===== src/rtl/sw_debounce_pkg.sv =====
// sw_debounce_pkg: shared FSM encoding and default stability window for the switch debouncer.
package sw_debounce_pkg;
  localparam logic [1:0] ST_IDLE   = 2'd0;
  localparam logic [1:0] ST_COUNT  = 2'd1;
  localparam logic [1:0] ST_COMMIT = 2'd2;
  localparam int DEBOUNCE_CYCLES_DEF = 500000;
endpackage


===== src/rtl/sw_debounce_sync_2ff.sv =====
// sync_2ff: two-flop synchronizer bank with a configurable reset value.
module sync_2ff #(
  parameter int W = 1,
  parameter logic [W-1:0] RST_VAL = '0
) (
  input  logic         clk,
  input  logic         reset,
  input  logic [W-1:0] d,
  output logic [W-1:0] q
);
  logic [W-1:0] meta_q, sync_q;
  always_ff @(posedge clk or posedge reset)
    if (reset) begin
      meta_q <= RST_VAL;
      sync_q <= RST_VAL;
    end else begin
      meta_q <= d;
      sync_q <= meta_q;
    end
  assign q = sync_q;
endmodule


===== src/rtl/sw_debounce.sv =====
// sw_debounce: whole-word DIP switch debouncer with change strobe, sticky flag and CPU read word.
module sw_debounce
  import sw_debounce_pkg::*;
#(
  parameter int WIDTH = 8,
  parameter int DEBOUNCE_CYCLES = DEBOUNCE_CYCLES_DEF,
  parameter logic [WIDTH-1:0] RESET_VAL = '0
) (
  input  logic             clk,
  input  logic             reset,
  input  logic [WIDTH-1:0] sw_raw,
  output logic [WIDTH-1:0] sw_stable,
  output logic             chg_pulse,
  output logic             sw_changed,
  input  logic             rd_ack,
  output logic [31:0]      rdata
);
  localparam int CW = $clog2(DEBOUNCE_CYCLES) + 1;
  localparam logic [CW-1:0] CNT_MAX = CW'(DEBOUNCE_CYCLES - 1);
  logic [WIDTH-1:0] sync;
  logic [WIDTH-1:0] cand_q, cand_d, stable_q, stable_d;
  logic [CW-1:0]    cnt_q, cnt_d;
  logic [1:0]       state_q, state_d;
  logic             changed_q, changed_d, commit;
  sync_2ff #(.W(WIDTH), .RST_VAL(RESET_VAL)) u_sync (
    .clk(clk), .reset(reset), .d(sw_raw), .q(sync)
  );
  // stable word loads on the edge entering COMMIT so the strobe cycle already shows it
  assign commit = state_q == ST_COUNT && sync != stable_q && sync == cand_q && cnt_q == CNT_MAX;
  always_comb begin
    state_d   = state_q;
    cnt_d     = cnt_q;
    cand_d    = cand_q;
    stable_d  = stable_q;
    changed_d = commit | (changed_q & ~rd_ack);
    case (state_q)
      ST_IDLE: begin
        cnt_d = '0;
        if (sync != stable_q) begin
          cand_d  = sync;
          state_d = ST_COUNT;
        end
      end
      ST_COUNT: begin
        if (sync == stable_q) begin
          cnt_d   = '0;
          state_d = ST_IDLE;
        end else if (sync != cand_q) begin
          cand_d = sync;
          cnt_d  = '0;
        end else if (commit) begin
          stable_d = cand_q;
          cnt_d    = '0;
          state_d  = ST_COMMIT;
        end else
          cnt_d = cnt_q + 1'b1;
      end
      default: state_d = ST_IDLE;
    endcase
  end
  always_ff @(posedge clk or posedge reset)
    if (reset) begin
      state_q   <= ST_IDLE;
      cnt_q     <= '0;
      cand_q    <= RESET_VAL;
      stable_q  <= RESET_VAL;
      changed_q <= 1'b0;
    end else begin
      state_q   <= state_d;
      cnt_q     <= cnt_d;
      cand_q    <= cand_d;
      stable_q  <= stable_d;
      changed_q <= changed_d;
    end
  assign sw_stable  = stable_q;
  assign chg_pulse  = state_q == ST_COMMIT;
  assign sw_changed = changed_q;
  assign rdata      = 32'({changed_q, stable_q});
endmodule


===== config.mk =====
export PLATFORM = sky130hd
export DESIGN_NAME = sw_debounce
export DESIGN_NICKNAME = d
export VERILOG_FILES = /design/src/rtl/sw_debounce_pkg.sv /design/src/rtl/sw_debounce_sync_2ff.sv /design/src/rtl/sw_debounce.sv
export SDC_FILE = /design/constraint.sdc
export NUM_CORES = 1
export LEC_CHECK = 0
export BUFFER_PORTS_ARGS = -buffer_cell sky130_fd_sc_hd__buf_2
export CAP_MARGIN = 20
export CORE_UTILIZATION = 37
export DETAILED_ROUTE_END_ITERATION = 8
export PLACE_DENSITY_LB_ADDON = 0.2
export SLEW_MARGIN = 40
export SYNTH_ARGS = -nofsm -noshare
export SYNTH_HDL_FRONTEND = slang
export SYNTH_HIERARCHICAL = 1
export SYNTH_SLANG_ARGS = --single-unit
export TNS_END_PERCENT = 1

===== constraint.sdc =====
create_clock -name clk -period 6.1 [get_ports clk]
set_input_delay 0.61 -clock clk [delete_from_list [all_inputs] [get_ports clk]]
set_output_delay 0.61 -clock clk [all_outputs]
set_load 0.05 [all_outputs]

### Word level (Yosys, flattened, before mapping)

Index checks and enable logic that the tools add are counted.

* register bits after elaboration: 55
* output and inout port bits: 42
* input port bits: 11

* multiplexer cells: 13
* bitwise logic cells: 5
* reductions and logical operators: 8
* eq/ne operators: 12
* add/subtract/negate cells: 1

Operators by type and width (number)
* two-way mux 20 bit: 3
* case mux 20 bit (2 select lines): 1
* two-way mux 8 bit: 3
* adder 20 x 1 -> 20 bit, second input constant: 1
* == test 20 x 19 -> 1 bit, second input constant: 1
* == test 8 bit: 2
* != test 8 bit: 2
* case mux 8 bit (2 select lines): 1
* two-way mux 2 bit: 4
* AND reduction 4 bit: 2
* != test 2 bit, second input constant: 2
* case mux 2 bit (2 select lines): 1
* logical AND 1 bit: 3
* != test 3 x 2 -> 1 bit, second input constant: 1
* != test 3 bit, second input constant: 1
* inverter 1 bit: 3
* AND reduction 3 bit: 1
* == test 2 x 1 -> 1 bit, second input constant: 1
* == test 2 bit, second input constant: 1
* logical NOT 2 bit: 1
* != test 2 x 1 -> 1 bit, second input constant: 1
* nonzero test 2 bit: 1
* bitwise AND 1 bit: 1
* bitwise OR 1 bit: 1

### Longest topological paths before layout

* depth after elaboration: 8
* depth in mapped cells: 8
* depth with buffers taken out: 6

### Modules after synthesis

The synthesis kept the hierarchy.

Modules (own cells, without submodules)
* sw_debounce: instances 1, area an instance 2416.1 µm², cells each 244
* sync_2ff: instances 1, area an instance 404.1 µm², cells each 17

### Worst setup path before layout

No wires, ideal clock.

* path type: reg2reg
* start point: register stable_q[3] (netlist: sw_stable[3])
* end point: register cand_q[0]
* arrival time: 1.975 ns
* buffers on the path: 1
* required time: 5.975 ns
* setup slack: 4.001 ns
* stages on the path, launching flop included: 7
* cell sequence: dfrtp_1 -> xor2_1 -> nor4_1 -> a21oi_1 -> nand2b_1 -> clkbuf_1 -> mux2_2

* word-level cells in the longest chain between the ends: 3
* elaborated cells on any way between the ends: 5
* classes of those cells: eq/ne: 4; reduce/logical: 1

RTL lines
* start, declared: line sw_debounce.sv:21 `logic [WIDTH-1:0] cand_q, cand_d, stable_q, stable_d;`
* start signal, assigned: line sw_debounce.sv:72 `stable_q <= stable_d;`
* != test 8 bit / == test 8 bit (equally long branches): line sw_debounce.sv:39, sw_debounce.sv:45
* != test 2 bit (no line)
* AND reduction 4 bit (no line) *
* end signal, assigned: line sw_debounce.sv:71 `cand_q <= cand_d;`
* end, declared: line sw_debounce.sv:21

Mark *: on every way between the ends. The rest lies on a longest branch, timed or not.
A chain may end at the register's enable or synchronous reset.

### Worst setup path in the final report

* start point: register state_q[1]
* end point: output chg_pulse

* word-level cells in the longest chain between the ends: 1

RTL lines
* start, declared: line sw_debounce.sv:23 `logic [1:0] state_q, state_d;`
* start signal, assigned: line sw_debounce.sv:69 `state_q <= state_d;`
* == test 2 bit: line sw_debounce.sv:76 `assign chg_pulse = state_q == ST_COMMIT;`
* end, declared: line sw_debounce.sv:13 `output logic chg_pulse,`

Every way passes these cells.

==> out/qor.csv <==
metric,value,unit
status,finished clean,
ys_seq_elements,55,
period_needed,2.49,ns
drc,0,
grt_pass1_vias,1772,
numCtsBuffers,5,
cts_buffer_depth,2,
layout_common_cells,"55 x dfrtp_1, 29 x buf_2, 25 x nand2_1, 23 x conb_1, 12 x xnor2_1",
slew_headroom,55.6,%
cts-resized-gates,0,
dieArea,7980,sq um
critPathKind,flip-flop to output pin,
timing.final.crit_share,40.8,%
fp.dieW,89.3,microns
ys_types,41,
antenna_found_initial,0,
final_hold_viol_count,0,
ctsHoldBuffers,0,
final_util,40.9,%
layout_commonest_cell,dfrtp_1,
placed_cell_area,2890,sq um
nets,290,
final_cells,378,
grt_pass1_wl,8890,microns
dp_hpwl,3550,microns
min_path_type,primary input to asynchronous set/reset pin,
htreeDepth,2,
grt.total_usage,14.8,%
yosys_warnings,6,
vias,1867,
synthCells,261,
cts-root-buf,clkbuf_8,
cts_tree,done,
worst_pin_slew,0.667,ns
synth_area,2820,sq um
grt_setup_unrepaired,no,
timing.setup.tns,0,ns
final_max_slew_viol_count,0,
syn2layout_area_growth,5.77,%
p_leak,1.37,nW
vdd_ir_drop_max,0.106,mV
worstPathRequired,5.49,ns
core-area,7290,sq um
via_per_inst,4.94,
synth_flop_cell,dfrtp_1,
clk_latency,0.32,ns
synth_seq_area_share,48.8,%
cp-end-kind,output pin,
syn_avg_cell_area,10.8,sq um
dpl.cell_count,370,
cts_setup_buffers,0,
ioPinCount,53,
die_y,89.3,microns
cts.sink_count,55,
finClkSkew,0.0108,ns
grt.overflow.total,0,
start_util,38.7,%
ant_nets,0,
drt-initial-drc-count,110,
finalInstanceArea,2980,sq um
wl_per_cell,13.7,microns
cp.arrival,1.88,ns
drive_above_1_share,21.5,%
cap_violations,0,
max_freq,401,MHz
clkTransAtPathRegs,0.11,ns
setup_viol,0,
routed_wl,5170,microns
antenna_cells,0,
power_density,218,nW/um^2
cp_max_fo,18,
io_buffers,29,
synth-edff-count,0,
rows,31,
drtPass1Iterations,4,
r2r_slack,3.64,ns
gp_congestion,0.827,
synthArstFlopShare,100,%
startpoint_type,flip-flop,
grt_max_degree,40,
[power breakdown]
part           internal, mW  total, mW  switching [mW]  leakage (nW)
Sequential            0.373      0.379         0.00617         0.708
Clock                0.0854      0.217           0.132        0.0467
Combinational        0.0105     0.0541          0.0436         0.619
[path summary, 6_finish.rpt]
path | endpoint | cells after the start | start
max in group asynchronous | cnt_q[5] | 3 | reset
hold / removal | u_sync/meta_q[7] | 2 | reset
setup / recovery | chg_pulse | 3 | state_q[1]
min in group clk | u_sync/q[0] | 0 | u_sync/meta_q[0]
hold reg to reg | u_sync/q[0] | 0 | u_sync/meta_q[0]
setup reg to reg | cnt_q[13] | 6 | u_sync/q[5]
[per-layer routing]
| layer | track usage [%] | up-vias | share of wire [%] |
|---|---|---|---|
| met5 | 0 | - | 0 |
| met2 | 24.1 | 41 | 48 |
| met4 | 6.35 | 0 | 1.9 |
| li1 | - | 907 | - |
| met1 | 19.5 | 911 | 47 |
| met3 | 2.59 | 8 | 3.0 |
[critical path: stages, from the launching register on]
cell	delay, ns
dfrtp_1	0.78
inv_1	0.30
nor2_1	0.20
buf_2	0.28
[area by class of cell]
type / count / area, sq um
Fill cell: 717 / 4310
Sequential cell: 55 / 1380
Multi-Input combinational cell: 176 / 1190
Timing Repair Buffer: 32 / 168
Tap cell: 99 / 124
Clock buffer: 5 / 68.8
Inverter: 8 / 30.0
Clock inverter: 3 / 27.5
[through the flow]
stage | hold slack, ns | total power, mW | setup slack [ns]
5_1_grt | 0.365 | 0.681 | 3.35
3_5_place_dp | 0.336 | 0.441 | 3.65
6_report | 0.326 | 0.650 | 3.61
3_3_place_gp | 0.331 | 0.441 | 3.63
2_1_floorplan | 0.331 | 0.444 | 4.00
4_1_cts | 0.345 | 0.662 | 3.58
[cell usage after synthesis, types with 2 or more instances]
cell,instances,area (sq um)
nor2_1,6,22.5
nand4_1,11,68.8
xnor2_1,12,105
clkbuf_1,4,15.0
a21boi_0,2,15.0
mux2_4,8,120
inv_1,8,30.0
o21ai_0,9,45.0
a31oi_1,5,31.3
o2111ai_1,3,26.3
nor3_1,2,10.0
mux2_2,8,90.1
xor2_1,9,78.8
buf_2,4,20.0
dfrtp_1,55,1380
nand4b_1,3,26.3
o211ai_1,3,22.5
nand2_1,25,93.8
buf_6,3,33.8
and3_1,6,37.5
nor4_1,7,43.8
nand3_1,10,50.1
a41oi_1,6,52.6
buf_4,32,240
and4_1,4,35.0
[registers in the layout, indices dropped and copies added, names as in the netlist]
name           count
sw_changed         1
u_sync/meta_q      8
cnt_q             20
state_q            2
sw_stable          8
cand_q             8
u_sync/q           8
[cell families after synthesis]
logic type,count (synthesis),share of synthesized area [%]
AOI/OAI and AO/OA,33,8.21
buffers and inverters,52,12.2
adders and majority gates,1,0.444
xor gates and xnor gates,21,6.52
DFF,55,48.8
other,1,0.133
muxes,16,7.45
and+or+nand+nor,82,16.3
(Power assumes the default switching activity.)
